===== src/rtl/instr_sequencer.sv =====
// instr_sequencer: 16-entry program buffer replayed onto the 4-bit CPU.
// Ports: load_* write the buffer; start/step_mode/step/halt control the
//   run; instruction/instr_valid/pc/busy/done report it (all registered).
module instr_sequencer #(
   parameter int IW    = 9,
   parameter int DEPTH = 16
) (
   input  logic          clk,
   input  logic          rst_n,
   input  logic          load_en,
   input  logic [3:0]    load_addr,
   input  logic [IW-1:0] load_data,
   input  logic [4:0]    prog_len,
   input  logic          start,
   input  logic          step_mode,
   input  logic          step,
   input  logic          halt,
   output logic [IW-1:0] instruction,
   output logic          instr_valid,
   output logic [3:0]    pc,
   output logic          busy,
   output logic          done
);

   typedef enum logic [1:0] {
      S_IDLE = 2'd0,
      S_RUN  = 2'd1,
      S_DONE = 2'd2
   } state_e;

   state_e        state_q, state_d;
   logic [IW-1:0] prog_q [DEPTH];
   logic [IW-1:0] instr_q, instr_d;
   logic          valid_q, valid_d;
   logic [3:0]    pc_q, pc_d;
   logic [4:0]    len_q, len_d;
   logic          done_q, done_d;
   logic          we;
   logic          issue;
   logic [4:0]    pc_inc;

   // The write lands at the start edge too, so the first issue sees it.
   assign we     = load_en && !halt && (state_q != S_RUN);
   assign issue  = !step_mode || step;
   assign pc_inc = {1'b0, pc_q} + 5'd1;

   always_comb begin
      state_d = state_q;
      instr_d = instr_q;
      valid_d = 1'b0;
      pc_d    = pc_q;
      len_d   = len_q;
      done_d  = done_q;
      if (halt) begin
         state_d = S_IDLE;
         pc_d    = 4'd0;
         done_d  = 1'b0;
      end else begin
         unique case (state_q)
            S_IDLE, S_DONE: begin
               if (start) begin
                  len_d  = (prog_len > 5'd16) ? 5'd16 : prog_len;
                  pc_d   = 4'd0;
                  done_d = 1'b0;
                  if (prog_len == 5'd0) begin
                     state_d = S_DONE;
                     done_d  = 1'b1;
                  end else begin
                     state_d = S_RUN;
                  end
               end else if (load_en) begin
                  state_d = S_IDLE;
                  done_d  = 1'b0;
               end
            end
            S_RUN: begin
               if (issue) begin
                  instr_d = prog_q[pc_q];
                  valid_d = 1'b1;
                  pc_d    = pc_inc[3:0];
                  // pc wraps to 0 when the last word is entry 15.
                  if (pc_inc == len_q) begin
                     state_d = S_DONE;
                     done_d  = 1'b1;
                  end
               end
            end
            default: state_d = S_IDLE;
         endcase
      end
   end

   always_ff @(posedge clk) begin
      if (!rst_n) begin
         state_q <= S_IDLE;
         instr_q <= '0;
         valid_q <= 1'b0;
         pc_q    <= 4'd0;
         len_q   <= 5'd0;
         done_q  <= 1'b0;
         for (int i = 0; i < DEPTH; i++) begin
            prog_q[i] <= '0;
         end
      end else begin
         state_q <= state_d;
         instr_q <= instr_d;
         valid_q <= valid_d;
         pc_q    <= pc_d;
         len_q   <= len_d;
         done_q  <= done_d;
         if (we) begin
            prog_q[load_addr] <= load_data;
         end
      end
   end

   assign instruction = instr_q;
   assign instr_valid = valid_q;
   assign pc          = pc_q;
   assign busy        = (state_q == S_RUN);
   assign done        = done_q;

endmodule


===== config.mk =====
export PLATFORM = sky130hd
export DESIGN_NAME = instr_sequencer
export DESIGN_NICKNAME = d
export VERILOG_FILES = /design/src/rtl/instr_sequencer.sv
export SDC_FILE = /design/constraint.sdc
export NUM_CORES = 1
export LEC_CHECK = 0
export ABC_AREA = 1
export ABC_CLOCK_PERIOD_IN_PS = 1760
export CAP_MARGIN = 15
export CORE_UTILIZATION = 50
export CTS_CLUSTER_SIZE = 25
export DETAILED_ROUTE_END_ITERATION = 8
export GPL_ROUTABILITY_DRIVEN = 1
export PLACE_DENSITY = 0.71
export SETUP_SLACK_MARGIN = 0.3
export SYNTH_ARGS = -nofsm -noshare
export SYNTH_HDL_FRONTEND = slang
export SYNTH_SLANG_ARGS = --single-unit

===== constraint.sdc =====
create_clock -name clk -period 1.76 [get_ports clk]
set_input_delay 0.352 -clock clk [delete_from_list [all_inputs] [get_ports clk]]
set_output_delay 0.352 -clock clk [all_outputs]
set_load 0.05 [all_outputs]

==> flow_summary.toml, run 1 <==
[yosys]
synth_area_leader_cell = "edfxtp_1"
ys_async_sr_fraction_pct = 0
synthMuxAreaShare_pct = 0
synth_compound_area_share_pct = 10.6
syn-num-nets = 804
synth_edf_count = 144
yosys.cell_types.count = 28
synth_flop_cell = "edfxtp_1"
synth_top_family_by_area = "simple AND/OR/NAND/NOR gates"
ys_ff_latch = 166
postSynthAreaPerCell_um2 = 9.87
synth-simple-area-share_pct = 22.1
synth-seq-area-share_pct = 62.1
synth_top_area_share_pct = 56.3
synth-xor-area-share_pct = 0.114
syn_area_um2 = 7680
synthCells = 778
synth_adder_area_share_pct = 0.163
synthTopCellsByArea = "edfxtp_1, nor2_1, dfxtp_1"
yosysWarnings = 0

[sta]
rsz0062_at_grt = "true"
finalCritPeriodShare_pct = 97.1
layout_min_cycle_time_ns = 1.71
fmax_mhz = 585
slew_headroom_pct = 25.4
final.setup_skew_ns = 0.0131
finalSetupViolations = 0
final-max-slew-violation-count = 0
hold_viol_final = 0
worst_pin_slew_ns = 1.12

[global_routing]
grt_antenna_before_repair = 0
grt_pass1_vias = 6373
grt_max_degree = 47
grt_usage_pct = 29.6
overflow = 0
grt_pass1_wl_mm = 34.7

[cts]
clock_sinks = 166
cts_buffer_depth = 2
clk_pin_slew_ns = 0.07
cts_tree = "built"
cts_buffers = 17
ctsRootBufferMaster = "clkbuf_16"
clock_latency_ns = 0.44
h-tree-depth = 4
postCtsHoldBufs = 0

[route]
wl_per_cell_um = 24.0
num_vias = 6809
drt_iter0_markers = 1055
wl_mm = 26.3
vias_per_cell = 6.20
antenna_left = 0
drcViolationCount = 0
firstDrtPassIters = 5

[power_and_ir_drop]
ir_drop_mv = 0.777
leakagePower_nw = 4.20
cellPowerDensity_nw_per_um2 = 787

[layout]
multi_input_area_um2 = 4170
mostFrequentLayoutCell = "edfxtp_1"
fillers = 759
diodes = 0
final_area_um2 = 11700
ff_latch_area_um2 = 4780
nets = 928
syn_to_final_growth_pct = 52.2
drive_gt1_share_pct = 40.9
finish.utilization_pct = 79.2
layout_common_cells = "edfxtp_1, nor2_1, nor2_4"

[floorplanning]
chipWidth_um = 126
rows = 44
die_h_um = 126
core_um2 = 14800
io_pins = 41
initial_utilization_pct = 52.0
die_area_um2 = 15900

[status]
status = "complete, no violations"

[worst_setup_path]
path_buf_inv = 3
cp_max_fo = 4
crit_family = "simple AND/OR/NAND/NOR gates"
slowest_delay_ns = 0.33
worstPathRequired_ns = 1.91
crit_path_start_kind = "register"
worstPathCellList = "inv_2 -> nor2_4 -> inv_4 -> nand3_4 -> nor3_4 -> buf_12 -> nand2_8 -> nand2_4"
path_class = "reg2reg"
endpoint_kind = "register"
crit_arrival_ns = 1.86
worst_path_max_delay_cell = "dfxtp_2"

[placed_design]
port_buffers = 40
placed_area_um2 = 8850
dp_hpwl_mm = 13.0
routabilityCongestion = 0.888

[run]
drv_cap = 0

[hold_path]
hold_path.class = "reg2reg"
==> path summary, 6_finish.rpt <==
| kind | startpoint | endpoint | slack (ns) | depth (start not counted) |
|---|---|---|---|---|
| setup reg to reg | state_q[0] | prog_q[2][6] | 0.05 | 8 |
| hold reg to reg | done | done | 0.47 | 2 |
| hold / removal | done | done | 0.47 | 2 |
| setup / recovery | state_q[0] | prog_q[2][6] | 0.05 | 8 |
==> Yosys cell counts (10+ instances only) <==
master / count
o211ai_1: 36
nand3_1: 28
nor2_2: 10
dfxtp_1: 22
nand2_1: 50
edfxtp_1: 144
buf_2: 14
nor2_1: 259
a21oi_1: 16
nand2_4: 17
o21ai_0: 79
inv_1: 46
clkbuf_1: 23
==> kinds of logic after synthesis <==
group / Yosys count
XOR/XNOR: 1
AND/OR/NAND/NOR: 376
AO/OA/AOI/OAI: 141
adder cells (fa/ha/maj): 1
buffers and inverters: 93
flip-flops: 166
==> layer usage <==
metal	share of wire (%)	track usage, %
met1	35	36.8
met2	50	50.6
met3	9.3	6.20
met4	5.4	12.3
met5	0	0
==> worst register-to-register path, stage by stage, from the launching register on <==
cell	delay (ns)
dfxtp_2	0.33
inv_2	0.07
nor2_4	0.05
inv_4	0.08
nand3_4	0.16
nor3_4	0.34
buf_12	0.20
nand2_8	0.09
nand2_4	0.10
==> through the flow <==
| step | std cells | total power (W) | worst slack, ns | hold WS, ns | TNS, ns |
|---|---|---|---|---|---|
| 5_1_grt | 1098 | 0.00940 | -0.0121 | 0.497 | -0.0169 |
| 6_report | 1098 | 0.00919 | 0.0503 | 0.466 | 0 |
| 3_5_place_dp | 1018 | 0.00523 | -0.490 | 0.465 | -117.41 |
| 2_1_floorplan | 778 | 0.00489 | -0.0164 | 0.454 | -0.147 |
| 3_3_place_gp | 1018 | 0.00521 | -0.441 | 0.453 | -103.86 |
| 4_1_cts | 1086 | 0.00897 | 0.187 | 0.474 | 0 |
==> sequential cells by signal, summed over array words and instances, names as in the netlist <==
| register | cells |
|---|---|
| instruction | 9 |
| done | 1 |
| state_q | 2 |
| instr_valid | 1 |
| len_q | 5 |
| prog_q | 144 |
| pc | 4 |
==> area by class of cell <==
| class | instances | area share (%) |
|---|---|---|
| Clock buffer | 17 | 3.64 |
| Tap cell | 184 | 1.97 |
| Multi-Input combinational cell | 535 | 35.7 |
| Timing Repair Buffer | 132 | 14.7 |
| Sequential cell | 166 | 40.9 |
| Inverter | 50 | 1.70 |
| Clock inverter | 14 | 1.31 |
==> timing repair <==
action,CTS,global route
setup buffers,7,4
cloned,30,8
setup endpoints to repair,304,306
pin swaps,16,26
gates resized for setup,237,213
==> power by group <==
part | switching (W) | internal, W | leakage (nW) | total, W
clock | 0.00163 | 0.00209 | 0.272 | 0.00372
sequential | 0.0000674 | 0.00441 | 1.64 | 0.00448
combinational | 0.000655 | 0.000339 | 2.29 | 0.000994
No activity file was read; power rests on OpenSTA's default activity.
==> run 2, diff against run 1 <==
--- a/config.mk
+++ b/config.mk
@@ -8,6 +8,7 @@
 export ABC_AREA = 1
 export ABC_CLOCK_PERIOD_IN_PS = 1760
 export CAP_MARGIN = 15
+export CORE_MARGIN = 5
 export CORE_UTILIZATION = 50
 export CTS_CLUSTER_SIZE = 25
 export DETAILED_ROUTE_END_ITERATION = 8
==> run 2 against run 1 <==
The flow now finishes with violations (negative setup slack). Non-clock buffer count fell by 8. Count of clock-buffer cells in the layout did not move. Via count fell by 1.8%. Clock skew fell by 0.0043 ns. Critical path type unchanged. Critical endpoint is now instruction[0]. Largest cell class unchanged.
==> flow_summary.toml, run 2 (same netlist as run 1, synthesis figures left out) <==
[status]
status = "finished with violations"
violations = "negative setup slack"

[route]
num_vias = 6687
drt_iter0_markers = 1093
antenna_left = 0
vias_per_cell = 6.11
wl_per_cell_um = 23.0
wl_mm = 25.2
firstDrtPassIters = 6
drcViolationCount = 0

[floorplanning]
initial_utilization_pct = 50.7
core_um2 = 15100
die_h_um = 134
io_pins = 41
rows = 45
die_area_um2 = 17900
chipWidth_um = 134

[worst_setup_path]
cp_max_fo = 5
reg2reg_to = "instruction[0]"
worstPathRequired_ns = 2.09
crit_path_start_kind = "register"
ff2ff_path_depth = 10
endpoint_kind = "register"
crit_arrival_ns = 2.10
r2r_start = "pc[0]"
path_class = "reg2reg"
reg2reg_slack_ns = -0.002

[power_and_ir_drop]
pwr-share-comb_pct = 10.3
cellPowerDensity_nw_per_um2 = 800
leakagePower_nw = 4.19
power.switching_w = 0.00238
clkPwrFrac_pct = 41.2
switching_share_pct = 25.7
ir_drop_mv = 0.652
p_seq_share_pct = 48.5
p_int_w = 0.00687

[cts]
clock_sinks = 166
clk_pin_slew_ns = 0.07
cts_buffer_depth = 2
cts_tree = "built"
clock_latency_ns = 0.44
ctsRootBufferMaster = "clkbuf_16"
cts_buffers = 17
h-tree-depth = 4

[sta]
finalCritPeriodShare_pct = 100
finalSetupViolations = 1
final-max-slew-violation-count = 0
rsz0062_at_grt = "true"
setup_ws_ns = -0.00180
worst_pin_slew_ns = 0.940
fmax_mhz = 568
layout_min_cycle_time_ns = 1.76
fin_tns_setup_ns = -0.00180
hold_viol_final = 0
slew_headroom_pct = 37.3
final.setup_skew_ns = 0.00875

[layout]
syn_to_final_growth_pct = 50.6
final_area_um2 = 11600
mostFrequentLayoutCell = "edfxtp_1"
multi_input_area_um2 = 4080
nets = 920
ff_latch_area_um2 = 4780
instances_no_fill = 1095
layout_common_cells = "edfxtp_1, nor2_1, nor2_4"
diodes = 0
max_flop_register = "prog_q"
fillers = 828
drive_gt1_share_pct = 39.1
finish.utilization_pct = 76.3
largest_reg_flops = 144

[placed_design]
placed_area_um2 = 8880
routabilityCongestion = 0.927
dp_hpwl_mm = 13.7
dp.cells = 1020
port_buffers = 40

[global_routing]
grt_pass1_wl_mm = 32.2
grt_pass1_vias = 5904
overflow = 0
grt_antenna_before_repair = 0
grt_usage_pct = 24.0
grt_max_degree = 40

[hold_path]
min_from = "halt"
min_path_cells = 5
hold_path.class = "in2reg"
min_to = "len_q[4]"

[run]
drv_cap = 0
run 2: through the flow:
stage | hold slack [ns] | setup WS, ns | total power [W]
4_1_cts | 0.472 | 0.139 | 0.00895
3_5_place_dp | 0.462 | -0.500 | 0.00522
3_3_place_gp | 0.458 | -0.480 | 0.00521
2_1_floorplan | 0.454 | -0.0164 | 0.00489
5_1_grt | 0.504 | -0.0254 | 0.00949
6_report | 0.465 | -0.00180 | 0.00924
run 2: how the worst max path moves through the flow:
stage / endpoint / startpoint / slack [ns] / depth (start not counted)
6_report: instruction[0] / pc[0] / -0.002 / 10
3_5_place_dp: prog_q[9][4] / rst_n / -0.50 / 8
3_3_place_gp: prog_q[10][5] / rst_n / -0.48 / 8
2_1_floorplan: prog_q[6][0] / rst_n / -0.02 / 7
4_1_cts: done / pc[0] / 0.14 / 10
5_1_grt: instruction[0] / pc[0] / -0.03 / 10
run 2: final cells by class:
cell class,instances,area share (%)
sequential,166,41.4
timing repair buffer,124,14.5
clock inverter,15,1.43
inverter,50,1.72
tap,188,2.03
multi-input combinational,535,35.3
clock buffer,17,3.68
run 2: layer usage:
layer	up-vias	wire length, um	track usage, %	part of all wire, %
met4	0	1380	10.1	5.5
met1	3201	9190	29.8	36
li1	2924	-	-	-
met5	-	0	0	0
met2	460	12400	40.5	49
met3	102	2210	5.51	8.8
run 2: power groups by stage:
stage / Clock [W] / Combinational, W / Sequential (W)
after floorplan: 0 / 0.000331 / 0.00456
after detailed placement: 0 / 0.000672 / 0.00455
after global placement: 0 / 0.000662 / 0.00455
after CTS: 0.00375 / 0.000736 / 0.00447
final: 0.00381 / 0.000956 / 0.00448
after global routing: 0.00400 / 0.00100 / 0.00449
run 2: worst max-delay path, cell delays in order (launching register included):
cell and delay, ns:
dfxtp_4 0.38, buf_12 0.15, buf_12 0.13, nor2_1 0.14
nor2_1 0.07, o21ai_1 0.16, o211ai_1 0.16, nand3_1 0.17
nand2_1 0.11, o21ai_1 0.12, inv_1 0.04
run 2: repair_timing:
item	in CTS	in global routing
cloned	3	31
pin swaps	13	34
gates resized for setup	53	345
hold buffers	0	0
setup buffers	2	7
endpoints found under the setup margin	303	304
==> run 3, diff against run 2 <==
--- a/config.mk
+++ b/config.mk
@@ -8,7 +8,7 @@
 export ABC_AREA = 1
 export ABC_CLOCK_PERIOD_IN_PS = 1760
 export CAP_MARGIN = 15
-export CORE_MARGIN = 5
+export CORE_MARGIN = 2
 export CORE_UTILIZATION = 50
 export CTS_CLUSTER_SIZE = 25
 export DETAILED_ROUTE_END_ITERATION = 8
==> run 3 against run 2 <==
Clock skew increased by 0.0052 ns. Flip-flop and latch count unchanged. Largest power group unchanged. The run now ends clean. Sequential power about the same. First-iteration DRC count decreased by 5.5%. Worst setup slack improved by 0.10 ns.
==> flow_summary.toml, run 3 (same netlist as run 1, synthesis figures left out) <==
[worst_setup_path]
path_class = "reg2reg"
r2r_start = "pc[1]"
crit_path_start_kind = "register"
endpoint_kind = "register"
cp_max_fo = 20
reg2reg_to = "state_q[1]"
crit_arrival_ns = 1.96
worstPathRequired_ns = 2.06
reg2reg_slack_ns = 0.10
ff2ff_path_depth = 10

[placed_design]
dp_hpwl_mm = 13.3
port_buffers = 40
routabilityCongestion = 0.833
dp_slack_ns = -0.484

[cts]
clk_pin_slew_ns = 0.07
h-tree-depth = 4
clock_latency_ns = 0.44
postCtsHoldBufs = 0
cts_tree = "built"
cts_buffers = 17
ctsRootBufferMaster = "clkbuf_16"
clock_sinks = 166
cts_buffer_depth = 2

[power_and_ir_drop]
switching_share_pct = 24.8
ir_drop_mv = 0.718
p_seq_share_pct = 48.0
power.switching_w = 0.00231
p_int_w = 0.00701
clkPwrFrac_pct = 41.8
leakagePower_nw = 4.20
total_power_w = 0.00932
cellPowerDensity_nw_per_um2 = 808
pwr-share-comb_pct = 10.1

[route]
firstDrtPassIters = 7
antenna_left = 0
num_vias = 6744
wl_mm = 25.6
drt_iter0_markers = 1033
wl_per_cell_um = 23.3
drcViolationCount = 0
vias_per_cell = 6.13

[global_routing]
grt_antenna_before_repair = 0
grt_pass1_vias = 6432
grt_max_degree = 46
overflow = 0
grt_pass1_wl_mm = 35.1
grt_usage_pct = 29.3

[hold_path]
hold_path.class = "reg2reg"
min_to = "done"
min_from = "done"
min_path_cells = 2

[sta]
worst_pin_slew_ns = 0.925
timing.hold.ws_ns = 0.483
rsz0062_at_grt = "true"
slew_headroom_pct = 38.4
final-max-slew-violation-count = 0
hold_viol_final = 0
layout_min_cycle_time_ns = 1.66
setup_ws_ns = 0.103
final.setup_skew_ns = 0.0140
finalSetupViolations = 0
finalCritPeriodShare_pct = 94.1
fmax_mhz = 604

[layout]
drive_gt1_share_pct = 39.7
syn_to_final_growth_pct = 50.3
finish.utilization_pct = 76.5
layout_common_cells = "edfxtp_1, nor2_1, nor2_4"
largest_reg_flops = 144
max_flop_register = "prog_q"
mostFrequentLayoutCell = "edfxtp_1"
nets = 925
diodes = 0

[floorplanning]
io_pins = 41
die_area_um2 = 16400
core_um2 = 15100
initial_utilization_pct = 50.9
chipWidth_um = 128
rows = 45
die_h_um = 128

[status]
status = "complete, no violations"

[run]
drv_cap = 0
-- run 3: cell count changes in the layout (fill, tap and decap cells not counted), sizes merged --
cell / before / now
bufinv: 2 / 3
clkbuf: 23 / 20
dlymetal6s2s: 1 / 0
inv: 56 / 52
buf: 92 / 101
clkinv: 6 / 8
dlygate4sd2: 1 / 2
-- run 3: worst max path at each step --
stage / startpoint / endpoint / slack (ns) / depth (start not counted)
after detailed placement: rst_n / prog_q[5][2] / -0.48 / 8
after CTS: pc[0] / instruction[1] / 0.18 / 9
final: pc[1] / state_q[1] / 0.10 / 10
after floorplan: rst_n / prog_q[6][0] / -0.02 / 7
after global routing: pc[0] / instruction[3] / 0.04 / 8
after global placement: rst_n / prog_q[10][1] / -0.46 / 8
-- run 3: final cells by class --
class | count | area (um2)
sequential | 166 | 4780
multi-input combinational | 535 | 4030
tap | 188 | 235
clock inverter | 14 | 174
timing repair buffer | 129 | 1680
inverter | 50 | 199
fill | 842 | 3550
clock buffer | 18 | 439
-- run 3: layer usage --
layer | track usage (%) | vias to the layer above | share of wire, %
met3 | 6.30 | 114 | 8.8
li1 | - | 2935 | -
met1 | 35.0 | 3247 | 36
met4 | 14.0 | 0 | 5.7
met5 | 0 | - | 0
met2 | 50.8 | 448 | 50
-- run 3: what timing repair did --
action | CTS | global route
gates resized for setup | 193 | 213
setup buffers | 11 | 5
setup endpoints to repair | 305 | 307
cloned | 34 | 2
pin swaps | 20 | 14
-- run 3: power groups by stage --
stage | logic, W | registers (W) | clock network, W
after detailed placement | 0.000669 | 0.00455 | 0
after CTS | 0.000822 | 0.00447 | 0.00384
after floorplan | 0.000331 | 0.00456 | 0
final | 0.000945 | 0.00448 | 0.00390
after global placement | 0.000654 | 0.00454 | 0
after global routing | 0.000989 | 0.00449 | 0.00404
-- run 3: critical path: stages (launching register included) --
cell and delay [ns]:
dfxtp_4 0.45, buf_12 0.18, nand3_1 0.13, nand2_1 0.12, nand3_1 0.11, nand2_1 0.09
nand3_1 0.11, nand2_2 0.13, nand2_1 0.07, nand2_1 0.08, a21oi_1 0.07
-- run 3: per-stage QoR --
stage / std cells / area, um2 / TNS [ns]
floorplan: 778 / 7790 / -0.147
global placement: 1016 / 8840 / -112.84
detailed placement: 1016 / 8840 / -119.68
CTS: 1093 / 10700 / 0
global route: 1100 / 11500 / 0
finish: 1100 / 11500 / 0
